<file path="src/rtl/adc_frontend.sv">
// ADC front end: divided sample clock, fixed-phase capture, box-car decimation, small output FIFO.
// Result is visible one cycle after its push edge; a full FIFO with no pop drops the result and sets overflow.
module adc_frontend #(
  parameter int CLK_DIV       = 12,
  parameter int CAPTURE_PHASE = 8,
  parameter int DECIM_LOG2    = 2,
  parameter int FIFO_DEPTH    = 4
) (
  input  logic       clk,
  input  logic       rst_n,
  input  logic       enable,
  input  logic [7:0] adc_data,
  output logic       adc_clk,
  output logic [7:0] sample_data,
  output logic       sample_valid,
  input  logic       sample_ready,
  output logic       overflow,
  input  logic       clr_overflow
);

  localparam int PCW = $clog2(CLK_DIV);
  localparam int CW  = (DECIM_LOG2 > 0) ? DECIM_LOG2 : 1;
  localparam int AW  = 8 + DECIM_LOG2;
  localparam int PW  = $clog2(FIFO_DEPTH);
  localparam int GRP = 1 << DECIM_LOG2;

  logic [PCW-1:0]       phase_q, phase_d;
  logic                 adc_clk_q, adc_clk_d;
  logic [7:0]           cap_q, cap_d;
  logic                 cap_vld_q, cap_vld_d;
  logic [CW-1:0]        ccnt_q, ccnt_d;
  logic signed [AW-1:0] acc_q, acc_d, sum;
  logic                 push;
  logic [7:0]           push_dat;

  logic [7:0]           mem_q [FIFO_DEPTH];
  logic [PW-1:0]        wr_q, rd_q;
  logic [PW:0]          fcnt_q, fcnt_d;
  logic                 ovf_q, ovf_d;
  logic                 pop, full, do_push, drop;

  always_comb begin
    phase_d   = phase_q;
    adc_clk_d = adc_clk_q;
    cap_d     = cap_q;
    cap_vld_d = 1'b0;
    ccnt_d    = ccnt_q;
    acc_d     = acc_q;
    push      = 1'b0;
    sum       = acc_q + AW'($signed(cap_q));
    push_dat  = 8'(sum >>> DECIM_LOG2);
    // Disabling flushes the partial group and any capture still waiting to be accumulated.
    if (!enable) begin
      phase_d   = '0;
      adc_clk_d = 1'b0;
      ccnt_d    = '0;
      acc_d     = '0;
    end else begin
      phase_d   = (phase_q == PCW'(CLK_DIV - 1)) ? '0 : phase_q + 1'b1;
      adc_clk_d = (phase_q < PCW'(CLK_DIV / 2));
      if (phase_q == PCW'(CAPTURE_PHASE)) begin
        cap_vld_d = 1'b1;
        cap_d     = adc_data ^ 8'h80;
      end
      if (cap_vld_q) begin
        if (ccnt_q == CW'(GRP - 1)) begin
          push   = 1'b1;
          acc_d  = '0;
          ccnt_d = '0;
        end else begin
          acc_d  = sum;
          ccnt_d = ccnt_q + 1'b1;
        end
      end
    end
  end

  always_comb begin
    pop     = (fcnt_q != '0) && sample_ready;
    full    = (fcnt_q == (PW + 1)'(FIFO_DEPTH));
    do_push = push && (!full || pop);
    drop    = push && full && !pop;
    fcnt_d  = fcnt_q;
    case ({do_push, pop})
      2'b10:   fcnt_d = fcnt_q + 1'b1;
      2'b01:   fcnt_d = fcnt_q - 1'b1;
      default: fcnt_d = fcnt_q;
    endcase
    // A drop on the same edge as a clear keeps the flag set.
    ovf_d = drop ? 1'b1 : (clr_overflow ? 1'b0 : ovf_q);
  end

  always_ff @(posedge clk or negedge rst_n) begin
    if (!rst_n) begin
      phase_q   <= '0;
      adc_clk_q <= 1'b0;
      cap_q     <= '0;
      cap_vld_q <= 1'b0;
      ccnt_q    <= '0;
      acc_q     <= '0;
      wr_q      <= '0;
      rd_q      <= '0;
      fcnt_q    <= '0;
      ovf_q     <= 1'b0;
      for (int i = 0; i < FIFO_DEPTH; i++) mem_q[i] <= '0;
    end else begin
      phase_q   <= phase_d;
      adc_clk_q <= adc_clk_d;
      cap_q     <= cap_d;
      cap_vld_q <= cap_vld_d;
      ccnt_q    <= ccnt_d;
      acc_q     <= acc_d;
      fcnt_q    <= fcnt_d;
      ovf_q     <= ovf_d;
      if (do_push) begin
        mem_q[wr_q] <= push_dat;
        wr_q        <= wr_q + 1'b1;
      end
      if (pop) rd_q <= rd_q + 1'b1;
    end
  end

  assign adc_clk      = adc_clk_q;
  assign sample_data  = mem_q[rd_q];
  assign sample_valid = (fcnt_q != '0);
  assign overflow     = ovf_q;

endmodule

</file>
<file path="config.mk">
export PLATFORM = sky130hd
export DESIGN_NAME = adc_frontend
export DESIGN_NICKNAME = d
export VERILOG_FILES = /design/src/rtl/adc_frontend.sv
export SDC_FILE = /design/constraint.sdc
export NUM_CORES = 1
export LEC_CHECK = 0
export CORE_ASPECT_RATIO = 0.6
export CORE_MARGIN = 5
export CORE_UTILIZATION = 60
export CTS_BUF_LIST = sky130_fd_sc_hd__clkbuf_4
export CTS_CLUSTER_DIAMETER = 150
export CTS_CLUSTER_SIZE = 12
export DETAILED_ROUTE_END_ITERATION = 8
export PLACE_DENSITY = 0.81
export SYNTH_ARGS = -nofsm -noshare
export SYNTH_HDL_FRONTEND = slang
export SYNTH_SLANG_ARGS = --single-unit
</file>
<file path="constraint.sdc">
create_clock -name clk -period 2.85 [get_ports clk]
set_input_delay 0.57 -clock clk [delete_from_list [all_inputs] [get_ports clk]]
set_output_delay 0.57 -clock clk [all_outputs]
set_load 0.05 [all_outputs]
</file>
* Yosys cells after proc, flatten, opt, wreduce, memory -nomap -nowiden
Cells that the tools add are included.
Word-level totals: register bits 66, word-level logic and storage cells 70
Operators by class: add/subtract/negate cells 7, order comparisons 4, equality and inequality tests 7, mux-type cells 23, bitwise operators 3, reduce and logical (&&, ||, !) cells 12
Operators with widths (number):
- 32-bit bitwise mux | 1
- 10-bit 2-to-1 mux | 3
- 8-bit 2-to-1 mux | 3
- 8-bit binary-select mux with 2-bit select | 1
- 8-bit demux with 2-bit select | 1
- 10-bit by 8-bit adder with 10-bit output | 1
- 4-bit == test, second input constant | 2
- 1-bit 2-to-1 mux | 8
- 4-bit 2-to-1 mux | 2
- 2-bit by 1-bit adder with 2-bit output, second input constant | 3
- 3-bit >= comparator, second input constant | 2
- 2-bit 2-to-1 mux | 3
- 2-bit inverter with 3-bit output | 2
- 3-bit case mux with 2 select lines | 1
- 1-bit logical AND | 5
- 4-bit by 1-bit adder with 4-bit output, second input constant | 1
- 2-bit == test, second input constant | 2
- 4-bit by 3-bit less-than comparator with 1-bit output, second input constant | 1
- 2-bit nonzero test | 2
- 3-bit by 1-bit adder with 3-bit output, second input constant | 1
- 3-bit == test, second input constant | 1
- 3-bit by 1-bit less-than comparator with 1-bit output, second input constant | 1
- 3-bit nonzero test | 1
- 3-bit by 1-bit subtractor with 3-bit output, second input constant | 1
- 6 further kinds | 7

* Longest topological paths before layout
word-level depth 7, depth in mapped cells 8, mapped depth without buffers 8

* Least setup slack after synthesis
Ideal clock, no wire load.
path type register to output, start register rd_q[0], end output port sample_data[0], arrival time 1.511 ns, required time 2.280 ns, setup slack 0.769 ns, stages on the path, launching flop included 3, cell sequence dfrtp_1 -> clkbuf_1 -> mux4_2
On the way: longest elaborated chain between the ends 4
Ends and longest elaborated chain:
- start, declared | line 37 | logic [PW-1:0] wr_q, rd_q;
- start signal, assigned | line 119 | if (pop) rd_q <= rd_q + 1'b1;
- 2-bit inverter with 3-bit output (not written as such) | line 124 | assign sample_data = mem_q[rd_q];
- 8-bit binary-select mux with 2-bit select | line 124
- 8-bit 2-to-1 mux (not written as such) (2 in series) | line 124
- end, declared | line 14 | output logic [7:0] sample_data,
No other way between the ends. The select of a mux whose other input is x is not followed.

* Worst setup path after layout
start register rd_q[0], end output port sample_data[7]
Same word-level chain as after synthesis.

==> impl_metrics.yaml <==
placement:
  portBuffers: 23
  pre_cts_ws_ps: 433.0
  place_congestion: 0.8636
  dpl.hpwl_mm: 5.535
  placed_cells: 424
routing:
  drc_errors: 0
  routedWlPerCell_microns: 16.82
  wirelength_mm: 7.400
  dr.pass1.iters: 5
  avgViaCountPerCell: 5.636
  drtIter0Drc: 145
  vias: 2480
  ant_nets: 0
critical_path:
  cp_slowest_cell: "clkdlybuf4s50_1"
  cp.arrival_ps: 2180
  crit_chain: "buf_4 -> mux4_2 -> clkdlybuf4s50_1"
  critPathLaunchType: "flop"
  crit_type: "flop to primary output"
  cp.required_ps: 2280
  crit_fanout: 5
  max_stage_delay_ps: 720
  end_kind: "primary output"
sta:
  worst_pin_slew_ps: 715.7
  min_period_over_period: 0.9651
  drv_slew: 0
  finalHoldViolations: 0
  rsz0062_at_grt: "false"
  fin_skew_ps: 14.23
  fmax_mhz: 363.6
  min_period_ps: 2750
  fin_tns_setup_ps: 0
  relSlewSlack: 0.5229
  setup_slack_ps: 99.52
  finalSetupViolCount: 0
grt:
  gr-total-overflow: 0
  grt_max_degree: 37
  grt_pass1_wl_mm: 12.16
  antenna_found_initial: 0
  grt_pass1_vias: 2366
  grtUsageTotal: 0.2223
hold_path:
  hold_path_class: "input pin to asynchronous set/reset pin"
logic_synthesis:
  synthArstFlopShare: 1.000
  yosysUniqueCellTypes: 60
  synth_area_leader_cell: "dfrtp_1"
  synth_fp_nets: 355
  syn_area_per_cell_sq_um: 10.62
  synth_top_area_share: 0.4800
  synth_area_sq_um: 3441
  ys_seq_area_frac: 0.4800
  syn-instance-count: 324
  yosys_warnings: 0
  ys_ff_latch: 66
  synth-edff-count: 0
  netlist_top_cells_area: "dfrtp_1, ha_1, nand2_1, mux4_2, o21ai_0"
  synthFlopType: "dfrtp_1"
pwr:
  power_density_nw_per_um2: 552.7
  p_comb_frac: 0.190
  pwr-share-clk: 0.319
  swShare: 0.2907
  ir_worst_vdd_mv: 0.3191
  seqPwrFrac: 0.491
  intPower_uw: 1542
  p_switching_uw: 632.0
  leakagePower_uw: 0.001809
flow_run:
  cap_violations: 0
die:
  rows: 21
  chipHeight_microns: 68.66
  die_x_microns: 107.8
  initial_core_util: 0.6177
  io-pin-count: 24
  dieArea_sq_um: 7399
  coreArea_sq_um: 5570
clock_network:
  htree_num_levels: 3
  numCtsBuffers: 9
  cts.sinks: 66
  cts_resized: 0
  insertion_delay_ps: 410
  cts_tree: "yes"
  path_clk_slew_ps: 110
  ctsHoldBuffers: 0
  clock_path_buffers: 2
  clockRootBuffer: "clkbuf_4"
  cts_setup_buffers: 0
cells_and_area:
  fin_cells: 440
  final_cell_mix: "dfrtp_1, nand2_1, o21ai_0"
  layout-drive-gt1-share: 0.1583
  area_delta_synth_final_pct: 14.33
  seqCellArea_sq_um: 1652
  fillers: 421
  layout_commonest_cell: "dfrtp_1"
  antenna_cells: 0
  multiInputGateArea_sq_um: 1660
  num-nets-final: 386
run_status:
  status: "completed"
## final timing paths
path                            cells after the start  slack, ps       from              to
worst max-delay path                                3        100    rd_q[0]  sample_data[7]
max in group asynchronous                           2       2000      rst_n        acc_q[8]
min in group clk                                    2        490  mem_q[28]       mem_q[28]
worst min register to register                      2        490  mem_q[28]       mem_q[28]
worst min-delay path                                1        200      rst_n        cap_q[1]
worst max register to register                      8        410   acc_q[0]       mem_q[30]
## cell usage after synthesis, types with 2 or more instances
| library cell | count |
|---|---|
| o21ai_0 | 27 |
| mux2_2 | 9 |
| and3_1 | 2 |
| ha_1 | 16 |
| nor2b_1 | 4 |
| mux2i_1 | 3 |
| buf_6 | 2 |
| nand3_1 | 3 |
| a21o_1 | 3 |
| a21oi_1 | 5 |
| dfrtp_1 | 66 |
| mux4_2 | 8 |
| and2_2 | 3 |
| mux2_4 | 3 |
| or2_2 | 2 |
| clkbuf_1 | 4 |
| a22oi_1 | 3 |
| nor2_1 | 25 |
| and2_1 | 4 |
| nor3b_1 | 2 |
| nor3_1 | 2 |
| nand2_1 | 51 |
| fa_1 | 2 |
| buf_1 | 3 |
| xnor2_1 | 7 |
| a31oi_1 | 7 |
| nor4_1 | 2 |
| inv_1 | 19 |
| o22ai_1 | 2 |
| xor2_1 | 4 |
| a2bb2oi_1 | 2 |
## routing by layer
layer / part of all wire / wire (microns) / up-vias / track usage
met5: 0 / 0 / - / 0
met4: 0.0097 / 72 / 0 / 0.07402
met3: 0.074 / 546 / 9 / 0.06419
met2: 0.40 / 2995 / 73 / 0.2980
met1: 0.51 / 3785 / 1197 / 0.3418
li1: - / - / 1201 / -
## metrics by stage
step | util | hold slack [ps] | power (uW) | cell area (sq um)
6_report | 0.7062 | 199.5 | 2174 | 3934
3_5_place_dp | 0.6781 | 469.8 | 1497 | 3777
4_1_cts | 0.7062 | 196.7 | 2192 | 3934
2_1_floorplan | - | 274.4 | 1345 | 3441
5_1_grt | 0.7062 | 231.7 | 2281 | 3934
3_3_place_gp | 0.6781 | 458.5 | 1476 | 3777
## registers in the layout, indices dropped and copies added (netlist names)
signal	flops
acc_q	10
adc_clk	1
cap_q	8
cap_vld_q	1
ccnt_q	2
fcnt_q	3
mem_q	32
overflow	1
phase_q	4
rd_q	2
wr_q	2
## kinds of logic after synthesis
kind of cell,count (synthesis),share of synthesized area
mux,23,0.1036
flops,66,0.4800
compound gates,61,0.1135
fa+ha+maj,18,0.06982
simple gates,115,0.1676
xor+xnor,11,0.02800
buf+inv,30,0.03745
## power groups by stage
stage	Sequential, uW	Combinational, uW	Clock [uW]
2_1_floorplan	1040	302	0
3_3_place_gp	1080	397	0
3_5_place_dp	1080	414	0
4_1_cts	1070	418	708
5_1_grt	1070	455	751
6_report	1070	414	693
## critical path, delay by kind of cell, from the launching register on
family                 cells  cell delay (ps)
DFF                        1              370
muxes                      1              520
buffers and inverters      2              890
## area by class of cell
class / instances / share of cell area
timing repair buffer: 30 / 0.07379
inverter: 20 / 0.01908
clock inverter: 6 / 0.02067
clock buffer: 10 / 0.01908
sequential: 66 / 0.4198
multi-input combinational: 228 / 0.4221
tap: 80 / 0.02545
Note: power is estimated with default switching activity, not from simulation.
